[src/rtl/ssd_scan_decoder.sv]
// Receive side of a multiplexed seven-segment display: samples the scanned anode/segment pair,
// decodes each digit back to BCD and emits one 4-digit frame per scan.
module ssd_scan_decoder #(
  parameter int unsigned STABLE_CYCLES  = 4,
  parameter int unsigned TIMEOUT_CYCLES = 1048576
) (
  input  logic        clk,
  input  logic        rst,
  input  logic [3:0]  anode,
  input  logic [6:0]  led_out,
  output logic [15:0] value,
  output logic [3:0]  blank_mask,
  output logic        frame_valid,
  output logic        frame_err
);

  localparam int unsigned SW = $clog2(STABLE_CYCLES + 1);
  localparam int unsigned TW = $clog2(TIMEOUT_CYCLES + 1);
  localparam logic [SW-1:0] StableMax  = SW'(STABLE_CYCLES);
  localparam logic [SW-1:0] StableLast = SW'(STABLE_CYCLES - 1);
  localparam logic [TW-1:0] TmoMax     = TW'(TIMEOUT_CYCLES);
  localparam logic [TW-1:0] TmoLast    = TW'(TIMEOUT_CYCLES - 1);

  typedef enum logic [1:0] {StSync, StCapture, StEmit} state_e;

  state_e          state_q;
  logic [10:0]     sample_q;
  logic [SW-1:0]   stable_q;
  logic [TW-1:0]   tmo_q;
  logic [1:0]      expect_q;
  logic [15:0]     part_val_q;
  logic [3:0]      part_blank_q;

  logic       same, capture, an_idle, an_ok, seg_ok, seg_blank;
  logic       cap_dig, cap_bad_an, frame_bad;
  logic [1:0] dig;
  logic [3:0] nib;

  always_comb begin
    same    = ({anode, led_out} == sample_q);
    // Fires exactly once per dwell: the count saturates above StableLast until the input changes.
    capture = same && (stable_q == StableLast);

    an_idle = 1'b0;
    an_ok   = 1'b1;
    dig     = 2'd0;
    case (sample_q[10:7])
      4'b1110: dig = 2'd0;
      4'b1101: dig = 2'd1;
      4'b1011: dig = 2'd2;
      4'b0111: dig = 2'd3;
      4'b1111: begin
        an_ok   = 1'b0;
        an_idle = 1'b1;
      end
      default: an_ok = 1'b0;
    endcase

    seg_ok    = 1'b1;
    seg_blank = 1'b0;
    nib       = 4'd0;
    case (sample_q[6:0])
      7'b0000001: nib = 4'd0;
      7'b1001111: nib = 4'd1;
      7'b0010010: nib = 4'd2;
      7'b0000110: nib = 4'd3;
      7'b1001100: nib = 4'd4;
      7'b0100100: nib = 4'd5;
      7'b0100000: nib = 4'd6;
      7'b0001111: nib = 4'd7;
      7'b0000000: nib = 4'd8;
      7'b0000100: nib = 4'd9;
      7'b1111111: seg_blank = 1'b1;
      default:    seg_ok = 1'b0;
    endcase

    cap_dig    = capture && an_ok;
    cap_bad_an = capture && !an_ok && !an_idle;
    // All abort causes merge here, so coincident causes yield a single error pulse.
    frame_bad  = cap_bad_an || (cap_dig && (!seg_ok || (dig != expect_q))) ||
                 (!cap_dig && (tmo_q == TmoLast));
  end

  always_ff @(posedge clk or negedge rst) begin
    if (!rst) begin
      state_q      <= StSync;
      sample_q     <= '0;
      stable_q     <= '0;
      tmo_q        <= '0;
      expect_q     <= 2'd3;
      part_val_q   <= '0;
      part_blank_q <= '0;
      value        <= '0;
      blank_mask   <= '0;
      frame_valid  <= 1'b0;
      frame_err    <= 1'b0;
    end else begin
      sample_q <= {anode, led_out};
      if (!same) begin
        stable_q <= SW'(1);
      end else if (stable_q != StableMax) begin
        stable_q <= stable_q + 1'b1;
      end

      frame_valid <= 1'b0;
      frame_err   <= 1'b0;

      case (state_q)
        StSync: begin
          tmo_q <= '0;
          if (cap_dig && seg_ok && (dig == 2'd3)) begin
            part_val_q[15:12] <= nib;
            part_blank_q[3]   <= seg_blank;
            expect_q          <= 2'd2;
            state_q           <= StCapture;
          end
        end
        StCapture: begin
          if (frame_bad) begin
            frame_err    <= 1'b1;
            part_val_q   <= '0;
            part_blank_q <= '0;
            tmo_q        <= '0;
            state_q      <= StSync;
          end else if (cap_dig) begin
            part_val_q[{dig, 2'b00} +: 4] <= nib;
            part_blank_q[dig]             <= seg_blank;
            tmo_q                         <= '0;
            if (dig == 2'd0) begin
              state_q <= StEmit;
            end else begin
              expect_q <= expect_q - 1'b1;
            end
          end else if (tmo_q != TmoMax) begin
            tmo_q <= tmo_q + 1'b1;
          end
        end
        StEmit: begin
          value       <= part_val_q;
          blank_mask  <= part_blank_q;
          frame_valid <= 1'b1;
          expect_q    <= 2'd3;
          tmo_q       <= '0;
          state_q     <= StCapture;
        end
        default: state_q <= StSync;
      endcase
    end
  end

endmodule

[config.mk]
export PLATFORM = sky130hd
export DESIGN_NAME = ssd_scan_decoder
export DESIGN_NICKNAME = d
export VERILOG_FILES = /design/src/rtl/ssd_scan_decoder.sv
export SDC_FILE = /design/constraint.sdc
export NUM_CORES = 1
export LEC_CHECK = 0
export CORE_MARGIN = 2
export CORE_UTILIZATION = 53
export DETAILED_ROUTE_END_ITERATION = 8
export PLACE_DENSITY = 0.85
export REMOVE_ABC_BUFFERS = 1
export SLEW_MARGIN = 20
export SYNTH_ARGS = -nofsm -noshare
export SYNTH_HDL_FRONTEND = slang
export SYNTH_SLANG_ARGS = --single-unit
[constraint.sdc]
create_clock -name clk -period 2.67 [get_ports clk]
set_clock_uncertainty 0.15 [all_clocks]
set_input_delay 0.267 -clock clk [delete_from_list [all_inputs] [get_ports clk]]
set_output_delay 0.267 -clock clk [all_outputs]
set_load 0.05 [all_outputs]
==> results of run 1 <==
metal layers:
metal	part of all wire, %	vias to the layer above
li1	-	1975
met4	2.5	0
met3	8.3	39
met1	40	2209
met2	50	276
met5	0	-
kinds of logic (layout without fill, tap and decap cells):
kind of cell	after synthesis	in the layout	share of synthesized area, %
AND/OR/NAND/NOR	168	168	20.04
AO/OA/AOI/OAI	118	119	18.63
flip-flops	81	81	44.04
buffers and inverters	44	177	4.561
multiplexers	21	21	5.132
adder cells (fa/ha/maj)	17	17	4.561
XOR/XNOR	16	16	3.041
worst max-delay path by stage:
| stage | from | endpoint | slack (ns) | cells past startpoint |
|---|---|---|---|---|
| 2_1_floorplan | sample_q[3] | tmo_q[17] | -0.50 | 7 |
| 3_3_place_gp | anode[1] | part_val_q[12] | -0.43 | 8 |
| 3_5_place_dp | led_out[3] | part_val_q[10] | -0.55 | 8 |
| 4_1_cts | sample_q[3] | part_val_q[14] | -0.19 | 8 |
| 5_1_grt | sample_q[10] | part_val_q[14] | -0.27 | 7 |
| 6_report | sample_q[3] | part_val_q[14] | -0.17 | 8 |
worst max-delay path, cell delays in order (launching register included):
cell and delay (ns):
dfrtp_2 0.45, buf_6 0.14, or4_4 0.49, a211oi_4 0.26, nor4_4 0.11, a2111oi_4 0.41
o211ai_2 0.14, a2111oi_4 0.42, a22o_1 0.20
cells in the mapped netlist, types with 3 or more instances:
library cell	number
o21ai_1	4
nand2b_1	4
or4_1	3
a2111oi_4	3
o31ai_1	6
and4_1	8
o21ai_0	40
o2bb2ai_1	4
o21a_1	4
nor2_1	30
clkbuf_1	5
and3_1	5
ha_1	16
a22o_1	9
nand3_1	18
a21oi_1	12
o22ai_1	3
nand4_1	14
or2_2	3
buf_6	4
nand2_1	35
a21o_1	3
mux2_2	20
or3_1	6
xnor2_1	15
dfrtp_1	79
nor3_1	12
buf_2	6
nor2b_1	4
and2_1	6
nor4_1	5
a31oi_1	10
inv_1	25
metrics by stage:
step | hold slack, ns | setup slack [ns] | power (mW) | area [um^2]
2_1_floorplan | -0.1786 | -0.5011 | 1.351 | 4492
6_report | 0.2292 | -0.1692 | 2.533 | 6446
5_1_grt | 0.2281 | -0.2731 | 2.617 | 6446
3_5_place_dp | 0.3307 | -0.5473 | 1.459 | 5580
4_1_cts | 0.2221 | -0.1935 | 2.511 | 6157
3_3_place_gp | 0.3131 | -0.4305 | 1.454 | 5580
layout make-up:
cell class              count  area share, %
clock buffers               9          1.922
inverters                  25          1.456
flip-flops and latches     81          31.58
well taps                 108          2.096
clock inverters             7          1.572
repair buffers            136          18.11
multi-input cells         341          43.26
sequential cells by signal (all words and copies together) (netlist names), 2 cells and up:
| signal | count |
|---|---|
| expect_q | 2 |
| part_blank_q | 4 |
| value | 16 |
| state_q | 2 |
| tmo_q | 21 |
| stable_q | 3 |
| blank_mask | 4 |
| part_val_q | 16 |
| sample_q | 11 |
power groups by stage:
stage          Clock, mW  Combinational [mW]  Sequential [mW]
2_1_floorplan          0              0.0727             1.28
3_3_place_gp           0               0.180             1.27
3_5_place_dp           0               0.184             1.28
4_1_cts             1.04               0.221             1.25
5_1_grt             1.10               0.264             1.25
6_report            1.03               0.247             1.25
what timing repair did:
item                                    CTS  global route
pin swaps                                34            38
hold endpoints to repair                 79             0
hold buffers                              1             0
endpoints found under the setup margin   46            45
setup buffers                            13             6
gates resized for setup                  53            77
cloned                                    0             2
==> reports/results.ini, run 1 <==
[setup_path]
cp.arrival_ns = 2.99
worstPathRequired_ns = 2.82
path_class = reg2reg
worstReg2RegStart = sample_q[3]
path_max_fanout = 4
rrSetupSlack_ns = -0.17
start_kind = register
endpoint_kind = register
reg2reg_to = part_val_q[14]
worst_r2r_path_depth = 8

[yosys]
ys_seq_area_share_pct = 44.04
async_reset_ff_share_pct = 100.0
yosysUniqueCellTypes = 67
synth_top_area_share_pct = 42.90
syn_area_per_cell_um2 = 9.910
yosys-top-cells-area = dfrtp_1 43%, mux2_2 4.9%, ha_1 4.3%
netlist_instances = 465
synth.yosys.warnings = 0
synth_edf_count = 0
synth_seq_cells = 81
synth_top_area_cell = dfrtp_1
synth_area_um2 = 4608
ys.flop_type = dfrtp_1

[cts]
cts.sinks = 81
cts_tree = built
h-tree-depth = 3
insertion_delay_ns = 0.36
clk_pin_slew_worst_paths_ns = 0.10
cts_buffers = 9
cts-root-buf = clkbuf_8
clockBufferDepth = 2

[sta]
layout_setup_ws_ns = -0.1692
setup_viol = 24
fin_crit_ns = 2.839
setup_tns_ns = -2.685
hold_viol = 0
rsz0062_at_grt = yes
min_period_over_period_pct = 106.3
relSlewSlack_pct = 51.67
worst_slew_pin_slew_ns = 0.7250
finalMaxSlewViolations = 0
timing.fmax_mhz = 352.2

[power_and_ir_drop]
seqPwrFrac_pct = 49.5
power_frac_clock_pct = 40.8
intPower_mw = 1.888
p_sw_mw = 0.6450
power_frac_comb_pct = 9.7
pwr_density_cell_nw_per_um2 = 392.9
peakVddDrop_mv = 0.2089
p_leak_nw = 2.842
sw_frac_of_total_pct = 25.47

[drt]
vias = 4499
route.detailed.drc = 0
viasPerCell = 6.364
wl_per_cell_um = 19.49
drtIter0Drc = 462
drtAntennaViolNets = 0
drt_pass1_iterations = 5
routed_wirelength_um = 13780

[global_routing]
grt_max_degree = 82
busiest_layer = met2
gr-total-overflow = 0
grt_antenna_before_repair = 0
grt_util_met1_pct = 37.35
met2_usage_pct = 45.67
grtUsageTotal_pct = 27.52
grt_first_pass_wirelength_um = 21240
met3_usage_pct = 4.029
grt_pass1_vias = 4293

[die]
die_w_um = 97.25
io_pins = 35
std_cell_rows = 34
core_area_um2 = 8593
die_h_um = 97.25
die_area_um2 = 9457
initial_core_util_pct = 53.63

[cells_and_area]
fin_cells = 707
final_cell_mix = 90 x buf_4, 74 x dfrtp_1, 34 x nand2_1
final-seq-area_um2 = 2036
antenna_cells = 0
syn2layout_area_growth_pct = 39.89
multi_input_area_um2 = 2789
layout-drive-gt1-share_pct = 37.06
layout_commonest_cell = buf_4
utilization_pct = 75.01
nFillCells = 513
nNetsFinal = 623

[placement]
place_congestion = 0.9395
dp_cells = 670
io_buffer_count = 34
dp_hpwl_um = 8469

[job]
drv_cap = 0

[status]
violations = negative setup slack
status = complete, but fails checks

[worst_hold_path]
min_to = sample_q[5]
worstHoldPathCells = 1
min_from = led_out[5]
hold_class = in2reg

(Power assumes the default switching activity.)
==> run 2: changes to the inputs <==
--- a/config.mk
+++ b/config.mk
@@ -6,11 +6,12 @@
 export NUM_CORES = 1
 export LEC_CHECK = 0
 export CORE_MARGIN = 2
-export CORE_UTILIZATION = 53
+export CORE_UTILIZATION = 58
 export DETAILED_ROUTE_END_ITERATION = 8
+export DONT_BUFFER_PORTS = 1
 export PLACE_DENSITY = 0.85
 export REMOVE_ABC_BUFFERS = 1
-export SLEW_MARGIN = 20
+export SLEW_MARGIN = 10
 export SYNTH_ARGS = -nofsm -noshare
 export SYNTH_HDL_FRONTEND = slang
 export SYNTH_SLANG_ARGS = --single-unit
==> run 2 against run 1 <==
Against the previous run:
- the flow still finishes with violations (negative setup slack)
- combinational power fell by 6%
- sequential cell count did not move
- sequential share of layout area rose by 2.5 points
- cell area fell by 7.4%
- maximum frequency down 9.2%
- sequential power is essentially flat
- wire length is 12% higher
- core utilization up 2.2 points
- non-clock buffer count fell by 31
- cell count shrank 5.4%
- critical path depth is the same
- largest power group unchanged
==> reports/results.ini, run 2 (synthesis results as in run 1) <==
[cells_and_area]
nNetsFinal = 591  ; was 623
utilization_pct = 77.22  ; was 75.01%
largest_reg_flops = 21  ; unchanged
layout_commonest_cell = buf_4  ; unchanged
reg.largest.list = tmo_q x21, part_val_q x16, value x16  ; unchanged
layout-drive-gt1-share_pct = 34.57  ; was 37.06%
final_cell_mix = 84 x buf_4, 74 x dfrtp_1, 34 x nand2_1, 34 x o21ai_0  ; was 90 x buf_4, 74 x dfrtp_1, 34 x nand2_1
nFillCells = 432  ; was 513
antenna_cells = 0  ; unchanged
top_register = tmo_q  ; unchanged
syn2layout_area_growth_pct = 29.49  ; was 39.89%
fin_cells = 669  ; was 707

[global_routing]
grt_first_pass_wirelength_um = 22140  ; was 21240 um
grt_antenna_before_repair = 0  ; unchanged
grtUsageTotal_pct = 33.08  ; was 27.52%
grt_pass1_vias = 4382  ; was 4293
grt_max_degree = 82  ; unchanged
gr-total-overflow = 0  ; unchanged

[drt]
routed_wirelength_um = 15500  ; was 13780 um
drt_pass1_iterations = 7  ; was 5
wl_per_cell_um = 23.16  ; was 19.49 um
drtIter0Drc = 714  ; was 462
viasPerCell = 6.948  ; was 6.364
vias = 4648  ; was 4499
route.detailed.drc = 0  ; unchanged
drtAntennaViolNets = 0  ; unchanged

[setup_path]
path_cells = buf_4 > nand3b_1 > a2111oi_4 > nor4_4 > and2_4 > o31a_4 > or3_4 > a22o_1  ; was buf_6 > or4_4 > a211oi_4 > nor4_4 > a2111oi_4 > o211ai_2 > a2111oi_4 > a22o_1
worst_r2r_path_depth = 8  ; unchanged
path_class = reg2reg  ; unchanged
cpMaxStageDelayCell = a2111oi_4  ; was or4_4
crit_family = compound AO/OA/AOI/OAI gates  ; unchanged
startpoint = sample_q[5]  ; was sample_q[3]
path_max_fanout = 5  ; was 4
reg2reg_to = part_val_q[13]  ; was part_val_q[14]
rrSetupSlack_ns = -0.46  ; was -0.17 ns
worstReg2RegStart = sample_q[5]  ; was sample_q[3]
path_buf_inv = 1  ; unchanged
cp.arrival_ns = 3.24  ; was 2.99 ns
endpoint_kind = register  ; unchanged
worstPathRequired_ns = 2.78  ; was 2.82 ns
start_kind = register  ; unchanged
slowest_delay_ns = 0.57  ; was 0.49 ns

[sta]
min_period_over_period_pct = 117.1  ; was 106.3%
relSlewSlack_pct = 57.74  ; was 51.67%
layout_setup_ws_ns = -0.4577  ; was -0.1692 ns
fin_crit_ns = 3.128  ; was 2.839 ns
setup_tns_ns = -9.140  ; was -2.685 ns
hold_viol = 0  ; unchanged
finalMaxSlewViolations = 0  ; unchanged
worst_slew_pin_slew_ns = 0.6250  ; was 0.7250 ns
setup_viol = 33  ; was 24
rsz0062_at_grt = yes  ; unchanged
timing.fmax_mhz = 319.7  ; was 352.2 MHz

[die]
core_area_um2 = 7727  ; was 8593 um^2
std_cell_rows = 32  ; was 34
die_area_um2 = 8674  ; was 9457 um^2
die_h_um = 93.14  ; was 97.25 um
io_pins = 35  ; unchanged
initial_core_util_pct = 59.63  ; was 53.63%
die_w_um = 93.14  ; was 97.25 um

[placement]
place_congestion = 1.052  ; was 0.9395
dp_hpwl_um = 8030  ; was 8469 um
io_buffer_count = 0  ; was 34
dp_cells = 616  ; was 670

[cts]
clk_pin_slew_worst_paths_ns = 0.09  ; was 0.10 ns
cts-root-buf = clkbuf_8  ; unchanged
insertion_delay_ns = 0.38  ; was 0.36 ns
cts.sinks = 81  ; unchanged
cts_buffers = 9  ; unchanged
clockBufferDepth = 2  ; unchanged
cts_tree = built  ; unchanged
h-tree-depth = 3  ; unchanged

[power_and_ir_drop]
power_frac_clock_pct = 38.8  ; was 40.8%
seqPwrFrac_pct = 51.7  ; was 49.5%
pwr_density_cell_nw_per_um2 = 406.6  ; was 392.9 nW/um^2
peakVddDrop_mv = 0.2534  ; was 0.2089 mV
sw_frac_of_total_pct = 25.99  ; was 25.47%
p_sw_mw = 0.6307  ; was 0.6450 mW
p_leak_nw = 2.629  ; was 2.842 nW
power_frac_comb_pct = 9.6  ; was 9.7%
intPower_mw = 1.796  ; was 1.888 mW

[status]
status = complete, but fails checks  ; unchanged
violations = negative setup slack  ; unchanged

[job]
drv_cap = 0  ; unchanged

[worst_hold_path]
hold_class = in2async  ; was in2reg

==> run 2: cell count changes in the layout (fill, tap and decap cells not counted), sizes merged, moves of 2 or more <==
| cell | change |
|---|---|
| dlygate4sd3 | +11 |
| clkdlybuf4s50 | -33 |
| buf | -9 |
| clkinv | +3 |
| inv | -2 |
==> run 2: area by class of cell <==
type                            count  area (um^2)  share of cell area, %
Clock buffer                       10        137.6                  2.307
Clock inverter                      6        65.06                  1.090
Inverter                           25        93.84                  1.573
Multi-Input combinational cell    340         2639                  44.22
Sequential cell                    81         2036                  34.12
Tap cell                          102        127.6                  2.139
Timing Repair Buffer              105        868.3                  14.55
==> run 2: power by group through the flow <==
stage	sequential, mW	combinational (mW)	clock (mW)
5_1_grt	1.26	0.241	0.996
2_1_floorplan	1.28	0.0727	0
6_report	1.25	0.232	0.940
4_1_cts	1.25	0.198	0.932
3_5_place_dp	1.27	0.135	0
3_3_place_gp	1.27	0.130	0
==> run 2: repair_timing <==
item,CTS,global route
setup endpoints to repair,40,45
pin swaps,25,21
gates resized for setup,47,28
buffers inserted,10,18
hold buffers,13,0
endpoints found under the hold margin,92,0
==> run 2: worst max path at each step <==
stage                                 to  slack [ns]  cells past startpoint
final                     part_val_q[13]       -0.46                      8
after global routing      part_val_q[14]       -0.46                      8
after CTS                 part_val_q[15]       -0.18                      7
after detailed placement   part_val_q[8]       -0.31                      7
after global placement    part_val_q[15]       -0.15                      7
after floorplan                tmo_q[17]       -0.50                      7
==> run 2: metrics by stage <==
| step | hold slack (ns) | instance area (um^2) | setup WS [ns] | total power, mW |
|---|---|---|---|---|
| finish | 0.2850 | 5967 | -0.4577 | 2.426 |
| global route | 0.2897 | 5967 | -0.4580 | 2.493 |
| CTS | 0.2982 | 5772 | -0.1811 | 2.379 |
| detailed placement | -0.1763 | 5130 | -0.3071 | 1.409 |
| global placement | -0.1750 | 5130 | -0.1467 | 1.403 |
| floorplan | -0.1786 | 4492 | -0.5011 | 1.351 |
==> run 2: layer usage <==
metal	global-route usage, %	vias to the layer above	routed length (um)
met4	19.98	0	1432
met5	0	-	0
met1	40.20	2186	5412
met3	9.992	130	1741
met2	51.81	424	6911
li1	-	1908	-
==> run 3: changes to the inputs <==
--- a/config.mk
+++ b/config.mk
@@ -6,10 +6,11 @@
 export NUM_CORES = 1
 export LEC_CHECK = 0
 export CORE_MARGIN = 2
-export CORE_UTILIZATION = 58
+export CORE_UTILIZATION = 64
 export DETAILED_ROUTE_END_ITERATION = 8
 export DONT_BUFFER_PORTS = 1
-export PLACE_DENSITY = 0.85
+export GPL_TIMING_DRIVEN = 0
+export PLACE_DENSITY = 0.89
 export REMOVE_ABC_BUFFERS = 1
 export SLEW_MARGIN = 10
 export SYNTH_ARGS = -nofsm -noshare
==> constraint.sdc (replaced) <==
create_clock -name clk -period 3.5 [get_ports clk]
set_clock_uncertainty 0.15 [all_clocks]
set_input_delay 0.35 -clock clk [delete_from_list [all_inputs] [get_ports clk]]
set_output_delay 0.35 -clock clk [all_outputs]
set_load 0.05 [all_outputs]
==> run 3 against run 2 <==
Against the previous run:
- the run now ends clean
- critical path depth is 1 lower
- combinational power is 56% lower
- sequential share of layout area rose by 6.4 points
- count of clock-buffer cells in the layout stayed put
- non-clock buffer count down 90
- worst setup slack better by 0.64 ns
- worst hold slack got worse by 0.062 ns
- via count shrank 19%
- register-to-register slack gained 0.64 ns
- cell area fell by 16%
- cell count decreased by 14%
- critical path type unchanged
- largest power group unchanged
- highest routed layer unchanged
==> reports/results.ini, run 3 (synthesis results as in run 1) <==
[status]
status = complete, no violations  ; was complete, but fails checks

[setup_path]
cp.arrival_ns = 3.44  ; was 3.24 ns
rrSetupSlack_ns = 0.19  ; was -0.46 ns
start_kind = register  ; unchanged
worstPathRequired_ns = 3.63  ; was 2.78 ns
path_class = reg2reg  ; unchanged
startpoint = sample_q[0]  ; was sample_q[5]
crit_end = part_val_q[7]  ; was part_val_q[13]
endpoint_kind = register  ; unchanged
worst_r2r_path_depth = 7  ; was 8
reg2reg_to = part_val_q[7]  ; was part_val_q[13]
path_max_fanout = 9  ; was 5
worstReg2RegStart = sample_q[0]  ; was sample_q[5]

[sta]
setup_viol = 0  ; was 33
timing.fmax_mhz = 301.8  ; was 319.7 MHz
hold_viol = 0  ; unchanged
relSlewSlack_pct = 34.07  ; was 57.74%
fin_crit_ns = 3.313  ; was 3.128 ns
min_period_over_period_pct = 94.67  ; was 117.1%
rsz0062_at_grt = no  ; was yes
worst_slew_pin_slew_ns = 0.9641  ; was 0.6250 ns
layout_setup_ws_ns = 0.1865  ; was -0.4577 ns
finalMaxSlewViolations = 0  ; unchanged

[die]
initial_core_util_pct = 67.09  ; was 59.63%
die_w_um = 88.86  ; was 93.14 um
std_cell_rows = 30  ; was 32
die_area_um2 = 7895  ; was 8674 um^2
core_area_um2 = 6869  ; was 7727 um^2
io_pins = 35  ; unchanged
die_h_um = 88.86  ; was 93.14 um

[cells_and_area]
reg.largest.list = tmo_q x21, part_val_q x16, value x16  ; unchanged
final_cell_mix = 79 x dfrtp_1, 40 x o21ai_0, 35 x nand2_1  ; was 84 x buf_4, 74 x dfrtp_1, 34 x nand2_1, 34 x o21ai_0
layout_commonest_cell = dfrtp_1  ; was buf_4
syn2layout_area_growth_pct = 8.688  ; was 29.49%
final-seq-area_um2 = 2029  ; was 2036 um^2
fin_cells = 573  ; was 669
utilization_pct = 72.91  ; was 77.22%
largest_reg_flops = 21  ; unchanged
nNetsFinal = 501  ; was 591
multi_input_area_um2 = 2379  ; was 2639 um^2
nFillCells = 473  ; was 432
layout-drive-gt1-share_pct = 12.37  ; was 34.57%
top_register = tmo_q  ; unchanged
antenna_cells = 0  ; unchanged

[cts]
h-tree-depth = 3  ; unchanged
insertion_delay_ns = 0.37  ; was 0.38 ns
cts.sinks = 81  ; unchanged
clockBufferDepth = 2  ; unchanged
clk_pin_slew_worst_paths_ns = 0.09  ; about the same
cts-root-buf = clkbuf_8  ; unchanged
cts_buffers = 9  ; unchanged
cts_tree = built  ; unchanged

[power_and_ir_drop]
power_frac_comb_pct = 5.6  ; was 9.6%
pwr_density_cell_nw_per_um2 = 365.2  ; was 406.6 nW/um^2
sw_frac_of_total_pct = 24.06  ; was 25.99%
intPower_mw = 1.389  ; was 1.796 mW
p_sw_mw = 0.4402  ; was 0.6307 mW
seqPwrFrac_pct = 52.6  ; was 51.7%
p_leak_nw = 2.147  ; was 2.629 nW
peakVddDrop_mv = 0.2450  ; was 0.2534 mV
power_frac_clock_pct = 41.9  ; was 38.8%

[global_routing]
grt_pass1_vias = 3594  ; was 4382
grt_antenna_before_repair = 0  ; unchanged
grt_max_degree = 82  ; unchanged
grt_first_pass_wirelength_um = 17310  ; was 22140 um
grtUsageTotal_pct = 28.34  ; was 33.08%
gr-total-overflow = 0  ; unchanged

[drt]
drt_pass1_iterations = 5  ; was 7
drtIter0Drc = 340  ; was 714
wl_per_cell_um = 18.32  ; was 23.16 um
viasPerCell = 6.599  ; was 6.948
drtAntennaViolNets = 0  ; unchanged
routed_wirelength_um = 10500  ; was 15500 um
route.detailed.drc = 0  ; unchanged
vias = 3781  ; was 4648

[worst_hold_path]
hold_class = in2reg  ; was in2async

[placement]
dp_hpwl_um = 7285  ; was 8030 um
pre_cts_ws_ns = 0.2584  ; was -0.3071 ns
io_buffer_count = 0  ; unchanged
place_congestion = 0.9745  ; was 1.052
dp_cells = 544  ; was 616

[job]
drv_cap = 0  ; unchanged

-- run 3: cell count changes in the layout (fill, tap and decap cells not counted), sizes merged --
cell and change:
bufinv +1, clkinvlp +1, buf -90, clkinv -2
-- run 3: repair_timing --
| action | in CTS | in global routing |
|---|---|---|
| gates resized for setup | 0 | 1 |
| hold buffers | 13 | 0 |
| endpoints found under the hold margin | 92 | 0 |
| endpoints found under the setup margin | 0 | 4 |
| buffers inserted | 0 | 0 |
-- run 3: area by class of cell --
class | instances | area share (%)
timing repair buffer | 15 | 3.323
inverter | 25 | 1.874
tap | 96 | 2.398
multi-input combinational | 340 | 47.49
sequential | 81 | 40.52
clock buffer | 10 | 2.548
clock inverter | 6 | 1.849
-- run 3: layer usage --
| layer | wire [um] | up-vias | track usage [%] |
|---|---|---|---|
| met3 | 595 | 39 | 6.157 |
| met2 | 4973 | 161 | 44.30 |
| li1 | - | 1726 | - |
| met4 | 328 | 0 | 12.67 |
| met1 | 4602 | 1855 | 37.96 |
| met5 | 0 | - | 0 |
-- run 3: critical path, stage by stage (launching register included) --
cell,delay (ns)
dfrtp_1,0.52
xnor2_1,0.31
nand4_1,0.22
or3_1,0.49
nor2_1,0.53
o221ai_2,0.27
or4_4,0.57
o21ai_1,0.16
-- run 3: stage by stage --
step | area (um^2) | hold WS (ns) | TNS, ns | power (mW)
2_1_floorplan | 4492 | -0.09559 | 0 | 1.030
3_3_place_gp | 4612 | -0.09273 | -5.247 | 1.043
3_5_place_dp | 4636 | -0.09331 | 0 | 1.047
4_1_cts | 5004 | 0.2196 | 0 | 1.830
5_1_grt | 5009 | 0.2473 | 0 | 1.878
6_report | 5009 | 0.2227 | 0 | 1.829
-- run 3: how the worst min path moves through the flow --
stage / to / startpoint / cells after the start
2_1_floorplan: blank_mask[0] / rst / 0
3_3_place_gp: frame_valid / rst / 0
3_5_place_dp: blank_mask[1] / rst / 0
4_1_cts: stable_q[0] / led_out[3] / 4
5_1_grt: stable_q[0] / led_out[3] / 4
6_report: stable_q[0] / led_out[3] / 4
-- run 3: power by group through the flow --
stage | clock network [mW] | logic (mW) | registers, mW
floorplan | 0 | 0.0555 | 0.975
global placement | 0 | 0.0645 | 0.978
detailed placement | 0 | 0.0679 | 0.979
CTS | 0.768 | 0.101 | 0.961
global route | 0.803 | 0.113 | 0.963
finish | 0.766 | 0.102 | 0.962
